<file path="config.mk">
export PLATFORM = sky130hd
export DESIGN_NAME = keydec
export DESIGN_NICKNAME = d
export VERILOG_FILES = /design/src/rtl/keydec.sv
export SDC_FILE = /design/constraint.sdc
export NUM_CORES = 1
export LEC_CHECK = 0
export CAP_MARGIN = 0
export CORE_MARGIN = 5
export CORE_UTILIZATION = 45
export CTS_CLUSTER_SIZE = 16
export DETAILED_ROUTE_END_ITERATION = 8
export PLACE_DENSITY_LB_ADDON = 0.05
export SYNTH_ARGS = -nofsm -noshare
export SYNTH_HDL_FRONTEND = slang
export SYNTH_SLANG_ARGS = --single-unit
export TNS_END_PERCENT = 100
</file>
<file path="constraint.sdc">
create_clock -name clk -period 3.1 [get_ports clk]
set_input_delay 0.775 -clock clk [delete_from_list [all_inputs] [get_ports clk]]
set_output_delay 0.775 -clock clk [all_outputs]
set_load 0.02 [all_outputs]
</file>
<file path="src/rtl/keydec.sv">
// keydec: debounced 4x4 keypad reader; decodes the pressed key and strobes once per press.
// Optional auto-repeat while a key is held is enabled by defining KEY_REPEAT_EN.
module keydec #(
  parameter int DEBOUNCE_CYCLES = 20000,
  parameter int REPEAT_DELAY    = 10000000,
  parameter int REPEAT_PERIOD   = 2500000
) (
  input  logic       clk,
  input  logic       reset_n,
  input  logic [3:0] kpc,
  input  logic [3:0] kpr,
  output logic [3:0] key_code,
  output logic       key_valid,
  output logic       key_held
);

`ifdef KEY_REPEAT_EN
  localparam int MAX_A = (DEBOUNCE_CYCLES > REPEAT_DELAY) ? DEBOUNCE_CYCLES : REPEAT_DELAY;
  localparam int MAX_P = (MAX_A > REPEAT_PERIOD) ? MAX_A : REPEAT_PERIOD;
`else
  localparam int MAX_P = DEBOUNCE_CYCLES;
`endif
  localparam int CW = $clog2(MAX_P);
  localparam logic [CW-1:0] DB_LAST = CW'(DEBOUNCE_CYCLES - 1);

  if (DEBOUNCE_CYCLES < 2 || REPEAT_DELAY < 1 || REPEAT_PERIOD < 1) begin : g_bad_param
    $error("keydec: DEBOUNCE_CYCLES must be >= 2 and repeat timings >= 1");
  end

  typedef enum logic [1:0] {IDLE, DEBOUNCE, PRESSED, RELEASE} state_t;

  state_t        state, state_nx;
  logic [3:0]    kpr_m, kpr_s;
  logic [7:0]    sample;
  logic [7:0]    cap, cap_nx;
  logic [CW-1:0] cnt, cnt_nx;
  logic [3:0]    code_nx;
  logic          valid_nx, held_nx;
  logic          legal;

  function automatic logic one_cold(input logic [3:0] v);
    return (v == 4'b1110) || (v == 4'b1101) || (v == 4'b1011) || (v == 4'b0111);
  endfunction

  // Capture layout is {kpc, kpr}; bit 3 of each selects column 1 / row 1.
  function automatic logic [3:0] decode(input logic [7:0] s);
    logic [3:0] code;
    code = 4'h0;
    case (s)
      8'b0111_0111: code = 4'h1;
      8'b1011_0111: code = 4'h2;
      8'b1101_0111: code = 4'h3;
      8'b1110_0111: code = 4'hA;
      8'b0111_1011: code = 4'h4;
      8'b1011_1011: code = 4'h5;
      8'b1101_1011: code = 4'h6;
      8'b1110_1011: code = 4'hB;
      8'b0111_1101: code = 4'h7;
      8'b1011_1101: code = 4'h8;
      8'b1101_1101: code = 4'h9;
      8'b1110_1101: code = 4'hC;
      8'b0111_1110: code = 4'hE;
      8'b1011_1110: code = 4'h0;
      8'b1101_1110: code = 4'hF;
      8'b1110_1110: code = 4'hD;
      default:      code = 4'h0;
    endcase
    return code;
  endfunction

  assign sample = {kpc, kpr_s};
  assign legal  = one_cold(kpc) && one_cold(kpr_s);

  always_ff @(posedge clk or negedge reset_n) begin
    if (!reset_n) begin
      kpr_m <= 4'hF;
      kpr_s <= 4'hF;
    end else begin
      kpr_m <= kpr;
      kpr_s <= kpr_m;
    end
  end

`ifdef KEY_REPEAT_EN
  localparam logic [CW-1:0] RD_LAST = CW'(REPEAT_DELAY - 1);
  localparam logic [CW-1:0] RP_LAST = CW'(REPEAT_PERIOD - 1);
  logic [CW-1:0] rpt_cnt, rpt_cnt_nx;
  logic          rpt_first, rpt_first_nx;

  // rpt_first selects the initial hold delay; afterwards the shorter period applies.
  always_ff @(posedge clk or negedge reset_n) begin
    if (!reset_n) begin
      rpt_cnt   <= '0;
      rpt_first <= 1'b1;
    end else begin
      rpt_cnt   <= rpt_cnt_nx;
      rpt_first <= rpt_first_nx;
    end
  end
`endif

  always_ff @(posedge clk or negedge reset_n) begin
    if (!reset_n) begin
      state     <= IDLE;
      cap       <= 8'hFF;
      cnt       <= '0;
      key_code  <= 4'h0;
      key_valid <= 1'b0;
      key_held  <= 1'b0;
    end else begin
      state     <= state_nx;
      cap       <= cap_nx;
      cnt       <= cnt_nx;
      key_code  <= code_nx;
      key_valid <= valid_nx;
      key_held  <= held_nx;
    end
  end

  always_comb begin
    state_nx = state;
    cap_nx   = cap;
    cnt_nx   = cnt;
    code_nx  = key_code;
    valid_nx = 1'b0;
    held_nx  = key_held;
`ifdef KEY_REPEAT_EN
    rpt_cnt_nx   = rpt_cnt;
    rpt_first_nx = rpt_first;
`endif
    case (state)
      IDLE: begin
        if (legal) begin
          cap_nx   = sample;
          cnt_nx   = '0;
          state_nx = DEBOUNCE;
        end
      end
      DEBOUNCE: begin
        if (sample != cap) begin
          state_nx = IDLE;
        end else if (cnt == DB_LAST) begin
          code_nx  = decode(cap);
          valid_nx = 1'b1;
          held_nx  = 1'b1;
          state_nx = PRESSED;
        end else begin
          cnt_nx = cnt + 1'b1;
        end
      end
      // Only a full row release matters here; other row/column changes are ignored.
      PRESSED: begin
        if (kpr_s == 4'hF) begin
          cnt_nx   = '0;
          state_nx = RELEASE;
        end
`ifdef KEY_REPEAT_EN
        else if (rpt_cnt == (rpt_first ? RD_LAST : RP_LAST)) begin
          valid_nx     = 1'b1;
          rpt_cnt_nx   = '0;
          rpt_first_nx = 1'b0;
        end else begin
          rpt_cnt_nx = rpt_cnt + 1'b1;
        end
`endif
      end
      RELEASE: begin
        if (kpr_s != 4'hF) begin
          state_nx = PRESSED;
        end else if (cnt == DB_LAST) begin
          held_nx  = 1'b0;
          state_nx = IDLE;
        end else begin
          cnt_nx = cnt + 1'b1;
        end
      end
      default: state_nx = IDLE;
    endcase
`ifdef KEY_REPEAT_EN
    if (state_nx == IDLE) begin
      rpt_cnt_nx   = '0;
      rpt_first_nx = 1'b1;
    end
`endif
  end

endmodule

</file>
==> results of run 1 <==
[worst max-delay path, stage by stage]
cell             delay, ns
clkdlybuf4s50_1       0.49
xor2_1                0.19
or4_4                 0.51
o31a_1                0.44
nor4_1                0.36
o22a_1                0.17
[registers in the layout, indices dropped and copies added (netlist names)]
name and cells:
cnt 15, key_valid 1, state 2, kpr_s 4, kpr_m 4, key_held 1, cap 8, key_code 4
[through the flow]
step           power (uW)  instance area, um2
6_report             1860                2740
3_3_place_gp         1460                2640
3_5_place_dp         1470                2640
2_1_floorplan        1310                2430
4_1_cts              1880                2740
5_1_grt              1990                2740
[per-layer routing]
metal | vias up | routed length, um
met1 | 905 | 2660
met4 | 0 | 70
met5 | - | 0
met3 | 7 | 205
li1 | 966 | -
met2 | 38 | 2180
[cell usage after synthesis (all sizes together) (2+ instances only)]
library cell   n
o211ai         2
nor4           8
o21ai         12
dfrtp         23
o31ai          2
or3            3
nand2b         7
nand3         10
a21oi         12
nand4          4
nand4b         5
nor3          13
xnor2          5
and4           2
clkbuf        12
dfstp         16
o22a          10
a2bb2oi        2
nand3b         3
mux2          11
buf            7
nor2b          2
nand2         28
and3           2
inv            6
nor2           6
nor4bb         3
a211oi         4
or4            2
xor2          10
nor3b          2
o31a           2
[area by class of cell]
cell class | count | area, um2
Tap cell | 70 | 87.6
Sequential cell | 39 | 996
Fill cell | 465 | 2430
Clock inverter | 2 | 13.8
Timing Repair Buffer | 24 | 213
Inverter | 6 | 22.5
Clock buffer | 6 | 93.8
Multi-Input combinational cell | 190 | 1320
[cells by family (layout without fill, tap and decap cells)]
| kind of cell | after synthesis | in the layout | share of synthesized area (%) |
|---|---|---|---|
| compound gates | 56 | 56 | 16.0 |
| fa+ha+maj | 1 | 1 | 0.515 |
| buf+inv | 25 | 38 | 4.84 |
| flops | 39 | 39 | 41.0 |
| xor+xnor | 15 | 15 | 5.72 |
| simple gates | 107 | 107 | 26.8 |
| mux | 11 | 11 | 5.10 |
[power groups by stage]
stage / Combinational (uW) / Clock [uW] / Sequential (uW)
6_report: 541 / 400 / 920
5_1_grt: 603 / 442 / 949
4_1_cts: 545 / 415 / 916
3_5_place_dp: 543 / 0 / 925
3_3_place_gp: 539 / 0 / 926
2_1_floorplan: 537 / 0 / 771
[worst paths after layout]
| check | depth (start not counted) | to | from |
|---|---|---|---|
| worst min-delay path | 0 | kpr_s[3] | kpr_m[3] |
| max in group asynchronous | 1 | cnt[2] | reset_n |
| worst max-delay path | 6 | cnt[14] | kpc[3] |
| worst min register to register | 0 | kpr_s[3] | kpr_m[3] |
| worst max register to register | 6 | cnt[0] | cap[2] |
| min in group asynchronous | 1 | key_code[2] | reset_n |
[layout by cell type, fill, tap and decap left out, drive strengths merged, types with 5 or more instances in the layout]
master,netlist,routed
nand2,28,28
dfrtp,23,23
dfstp,16,16
clkdlybuf4s50,0,14
nor3,13,13
o21ai,12,12
a21oi,12,12
mux2,11,11
o22a,10,10
nand3,10,10
xor2,10,10
buf,7,10
nor4,8,8
nand2b,7,7
inv,6,6
nor2,6,6
clkbuf,12,6
xnor2,5,5
nand4b,5,5
==> key figures, run 1 <==
Run status
  • Outcome: finished clean

Routing
  • Drt first pass iters: 4
  • DR vias: about 1,900
  • Drt first-iter violations: 94
  • Routed wire length per instance: about 15 um
  • Via-to-Cell Ratio: between 5 and 6
  • WL final: about 5100 um
  • Post-DRT Antenna Nets: 0
  • Residual DRC: 0

Setup path
  • Worst path required time: approximately 3.3 ns
  • Crit path max fanout: 12
  • Setup crit end kind: flop
  • CP Class: primary input to flop
  • Reg2Reg Setup Slack: between 0.5 and 0.6 ns
  • Worst EP arrival: ~2.9 ns
  • Crit start category: primary input

Synth
  • Dominant cells by area after synthesis: dfrtp_1, dfstp_2, mux2_2
  • Synthesis-stage register bit count: 39
  • Top FF cell, synth: dfrtp_1
  • Register area share after synthesis: about 40%
  • Synthesized area: 2430 um2
  • Post-synth cell types: 55
  • Number of synthesized flops with an enable pin: 0
  • Cell taking the most area after synthesis: dfrtp_1
  • Synth warn: 0
  • Avg Cell Area, Syn: between 9 and 10 um2
  • Synthesized Nets: between 200 and 300
  • Synthesized instance count: about 250
  • Area share of the largest cell type after synthesis: between 20% and 30%
  • Post-synth ARST share: between 90% and 100%

GRT
  • Vias in the first global route: between 1,500 and 2,000
  • Total grt overflow: 0
  • GR peak layer: met2
  • Met2 usage: 23.0%
  • Largest net degree at the start of global routing: 40
  • First-pass GRT wire length: around 9000 um
  • GRT Total Usage: approximately 15%
  • M3 GR Usage: under 10%
  • Number of antenna violations at the first check in global routing: 0
  • M1 GR Usage: between 20% and 30%

Clock tree
  • # hold bufs at CTS: 0
  • Root Buffer: clkbuf_8
  • Post CTS Setup Buffer Count: 0
  • CTS tree: done
  • Clock-pin slew on the worst setup and hold paths: 0.08 ns
  • H-tree depth: 2
  • Clk sinks: 39
  • Post-cts resize count: 0
  • CTS max path bufs: 2
  • Worst-Skew Late Latency: ~0.30 ns
  • CTS Buf Count: 5

Floorplan
  • Die area: about 7000 um2
  • Rows: 26
  • Io pins: 16
  • Die Span Y: about 83 um
  • Die W: ~83 um
  • Initial core utilization: around 47%
  • Core area: 5170 um2

STA
  • Worst slew pin tran: approximately 0.85 ns
  • Unrepaired setup endpoints after global routing: no
  • Fmax: 370 MHz
  • Final Skew: roughly 0.0065 ns
  • Period utilization: between 80% and 90%
  • Final setup TNS: 0 ns
  • Final Hold Viols: 0
  • Slew Limit Fails: 0
  • Worst slew margin: 43.1%
  • Final min period: roughly 2.7 ns
  • Min Hold Slack: around 0.36 ns
  • Final setup fails: 0
  • PnR worst setup slack: between 0.4 and 0.5 ns

Layout
  • Final core occ: a little over half
  • Nets: around 280
  • Final std cells w/o fill: 337
  • Layout area overhead: 12.9%
  • Share of cells above drive strength 1: 19.9%
  • Number of diodes: 0

Place
  • HPWL Detailed: roughly 3600 um
  • Placement Setup Slack: about 0.083 ns
  • Buffers on Ports: 15
  • DP Cell Count: approximately 330
  • Gpl congestion: ~0.80

Run
  • Maxcap violations: 0

Power
  • Share of power burned in the clock network: between 20% and 30%
  • Logic gate share of total power: a little under 30%
  • Flop pwr share: between 40% and 50%
  • Switching Share: ~37%
  • Net load switching power: a little under 700 uW
  • Pleak: 0.00106 uW
  • Worst ir drop on vdd: slightly below 400 uV
  • Cell Pwr Density: 678 nW/um2
  • Cell Int Power: 1170 uW

Min path
  • Worst Hold Class: flop to flop
(Power assumes the default switching activity.)
==> inputs of run 2 (changes only) <==
--- a/config.mk
+++ b/config.mk
@@ -11,6 +11,7 @@
 export CTS_CLUSTER_SIZE = 16
 export DETAILED_ROUTE_END_ITERATION = 8
 export PLACE_DENSITY_LB_ADDON = 0.05
+export SETUP_SLACK_MARGIN = 0.5
 export SYNTH_ARGS = -nofsm -noshare
 export SYNTH_HDL_FRONTEND = slang
 export SYNTH_SLANG_ARGS = --single-unit
==> constraint.sdc (replaced) <==
create_clock -name clk -period 3.1 [get_ports clk]
set_input_delay 0.62 -clock clk [delete_from_list [all_inputs] [get_ports clk]]
set_output_delay 0.62 -clock clk [all_outputs]
set_load 0.02 [all_outputs]
==> run 2 against run 1 <==
Against the previous run:
- via count up 2.2%
- wire length fell by 2.9%
- fmax rose by 7.9%
- first-iteration DRC count rose by 7.4%
- clock-buffer cell count is the same
- final area is 0.27% higher
- register-to-register slack better by 0.09 ns
- combinational power rose by 1%
- sequential share of layout area down 0.099 points
- highest routed layer unchanged
==> key figures, run 2 (synthesis results as in run 1) <==
Run status
  • Outcome: finished clean (unchanged)

Setup path
  • CP Class: primary input to flop (unchanged)
  • Worst path required time: 3.32 ns (was 3.34 ns)
  • Crit start category: primary input (unchanged)
  • Worst EP arrival: 2.72 ns (was 2.94 ns)
  • Crit path max fanout: 12 (unchanged)
  • Setup crit end kind: flop (unchanged)

Layout
  • Layout area overhead: 13.2% (was 12.9%)
  • Largest regs: cnt x15, cap x8 (unchanged)
  • Number of diodes: 0 (unchanged)
  • Nets: 276 (was 277)
  • Max FFs per register: 15 (unchanged)
  • Share of cells above drive strength 1: 20.7% (was 19.9%)
  • Finished Cell Area: 2750 um2 (was 2740 um2)
  • Fillers: 462 (was 465)
  • Most flop-heavy register: cnt (unchanged)
  • Multi-input gate area: 1320 um2 (about the same)
  • Commonest non-fill, non-tap cell in the layout: nand2_1 (unchanged)
  • Storage cell area: 996 um2 (unchanged)
  • Most frequent cells in the layout: nand2_1, dfrtp_1, dfstp_2 (unchanged)

Place
  • HPWL Detailed: 3490 um (was 3620 um)
  • Gpl congestion: 0.808 (was 0.801)
  • Buffers on Ports: 15 (unchanged)
  • Placed cell area: 2610 um2 (was 2640 um2)

STA
  • Worst slew pin tran: 0.858 ns (was 0.854 ns)
  • Fmax: 400 MHz (was 370 MHz)
  • Slew Limit Fails: 0 (unchanged)
  • Final Skew: 0.00819 ns (was 0.00647 ns)
  • Period utilization: 80.7% (was 87.1%)
  • Final setup fails: 0 (unchanged)
  • Unrepaired setup endpoints after global routing: no (unchanged)
  • Final setup TNS: 0 ns (unchanged)
  • Final Hold Viols: 0 (unchanged)
  • Final min period: 2.50 ns (was 2.70 ns)
  • Worst slew margin: 42.8% (was 43.1%)

Clock tree
  • CTS Buf Count: 5 (unchanged)
  • Root Buffer: clkbuf_8 (unchanged)
  • Worst-Skew Late Latency: 0.29 ns (was 0.30 ns)
  • Clk sinks: 39 (unchanged)
  • H-tree depth: 2 (unchanged)
  • # hold bufs at CTS: 0 (unchanged)
  • CTS tree: done (unchanged)
  • Clock-pin slew on the worst setup and hold paths: 0.08 ns (about the same)
  • CTS max path bufs: 2 (unchanged)

Floorplan
  • Die Span Y: 83.5 um (unchanged)
  • Die area: 6970 um2 (unchanged)
  • Initial core utilization: 47.0% (unchanged)
  • Rows: 26 (unchanged)
  • Core area: 5170 um2 (unchanged)
  • Io pins: 16 (unchanged)
  • Die W: 83.5 um (unchanged)

Routing
  • Residual DRC: 0 (unchanged)
  • Drt first-iter violations: 101 (was 94)
  • Post-DRT Antenna Nets: 0 (unchanged)
  • Drt first pass iters: 4 (unchanged)
  • WL final: 4970 um (was 5110 um)
  • DR vias: 1,959 (was 1,916)
  • Via-to-Cell Ratio: 5.83 (was 5.69)
  • Routed wire length per instance: 14.8 um (was 15.2 um)

GRT
  • Number of antenna violations at the first check in global routing: 0 (unchanged)
  • GRT Total Usage: 15.4% (about the same)
  • Total grt overflow: 0 (unchanged)
  • Vias in the first global route: 1,867 (was 1,814)
  • First-pass GRT wire length: 8990 um (was 8740 um)
  • Largest net degree at the start of global routing: 40 (unchanged)

Power
  • Pleak: 0.00108 uW (was 0.00106 uW)
  • Cell Pwr Density: 674 nW/um2 (was 678 nW/um2)
  • Worst ir drop on vdd: 410 uV (was 392 uV)

Min path
  • Worst Hold Class: flop to flop (unchanged)

Run
  • Maxcap violations: 0 (unchanged)
==> run 2: final cells by class <==
cell class	instances	area share [%]
clock buffers	6	3.41
clock inverters	2	0.500
inverters	6	0.819
multi-input cells	190	48.1
flip-flops and latches	39	36.2
well taps	70	3.18
repair buffers	23	7.73
==> run 2: worst max-delay path, stage by stage <==
cell and delay (ns):
clkdlybuf4s50_1 0.44, xor2_1 0.17, or4_4 0.51, o31a_2 0.47
nor4_1 0.35, o22a_1 0.17
==> run 2: per-stage QoR <==
stage               cells  power [uW]  util (%)  setup WS [ns]  hold WS, ns
floorplan             254        1310         -          0.826        0.324
global placement      325        1460      50.4          0.126        0.346
detailed placement    325        1460      50.4          0.102        0.348
CTS                   336        1860      52.9          0.525        0.356
global route          336        1990      53.2          0.506        0.362
finish                336        1850      53.2          0.598        0.358
==> run 2: repair_timing <==
item                       in CTS  in global routing
pin swaps                       1                  2
buffers inserted                3                  0
setup endpoints to repair       1                  5
resized for setup               0                  6
==> run 2: layer usage <==
metal	GRT usage, %	up-vias	share of wire, %
met5	0	-	0
met4	3.07	0	0.52
met3	3.16	2	4.0
met2	22.9	38	43
met1	23.0	957	52
li1	-	962	-
==> run 2: power breakdown <==
part / leakage (uW) / switching (uW) / internal, uW
Clock: 0.0000563 / 179 / 207
Sequential: 0.000476 / 251 / 667
Combinational: 0.000548 / 251 / 298
Total: 0.00108 / 681 / 1170
==> run 2: final timing paths <==
path | from | endpoint | slack (ns) | cells past startpoint
worst max register to register | cap[2] | cnt[14] | 0.67 | 5
worst max-delay path | kpc[1] | cnt[14] | 0.60 | 6
worst min register to register | kpr_m[2] | kpr_s[2] | 0.36 | 0
min in group asynchronous | reset_n | cnt[1] | 0.44 | 1
worst min-delay path | kpr_m[2] | kpr_s[2] | 0.36 | 0
max in group asynchronous | reset_n | key_code[0] | 2.13 | 1
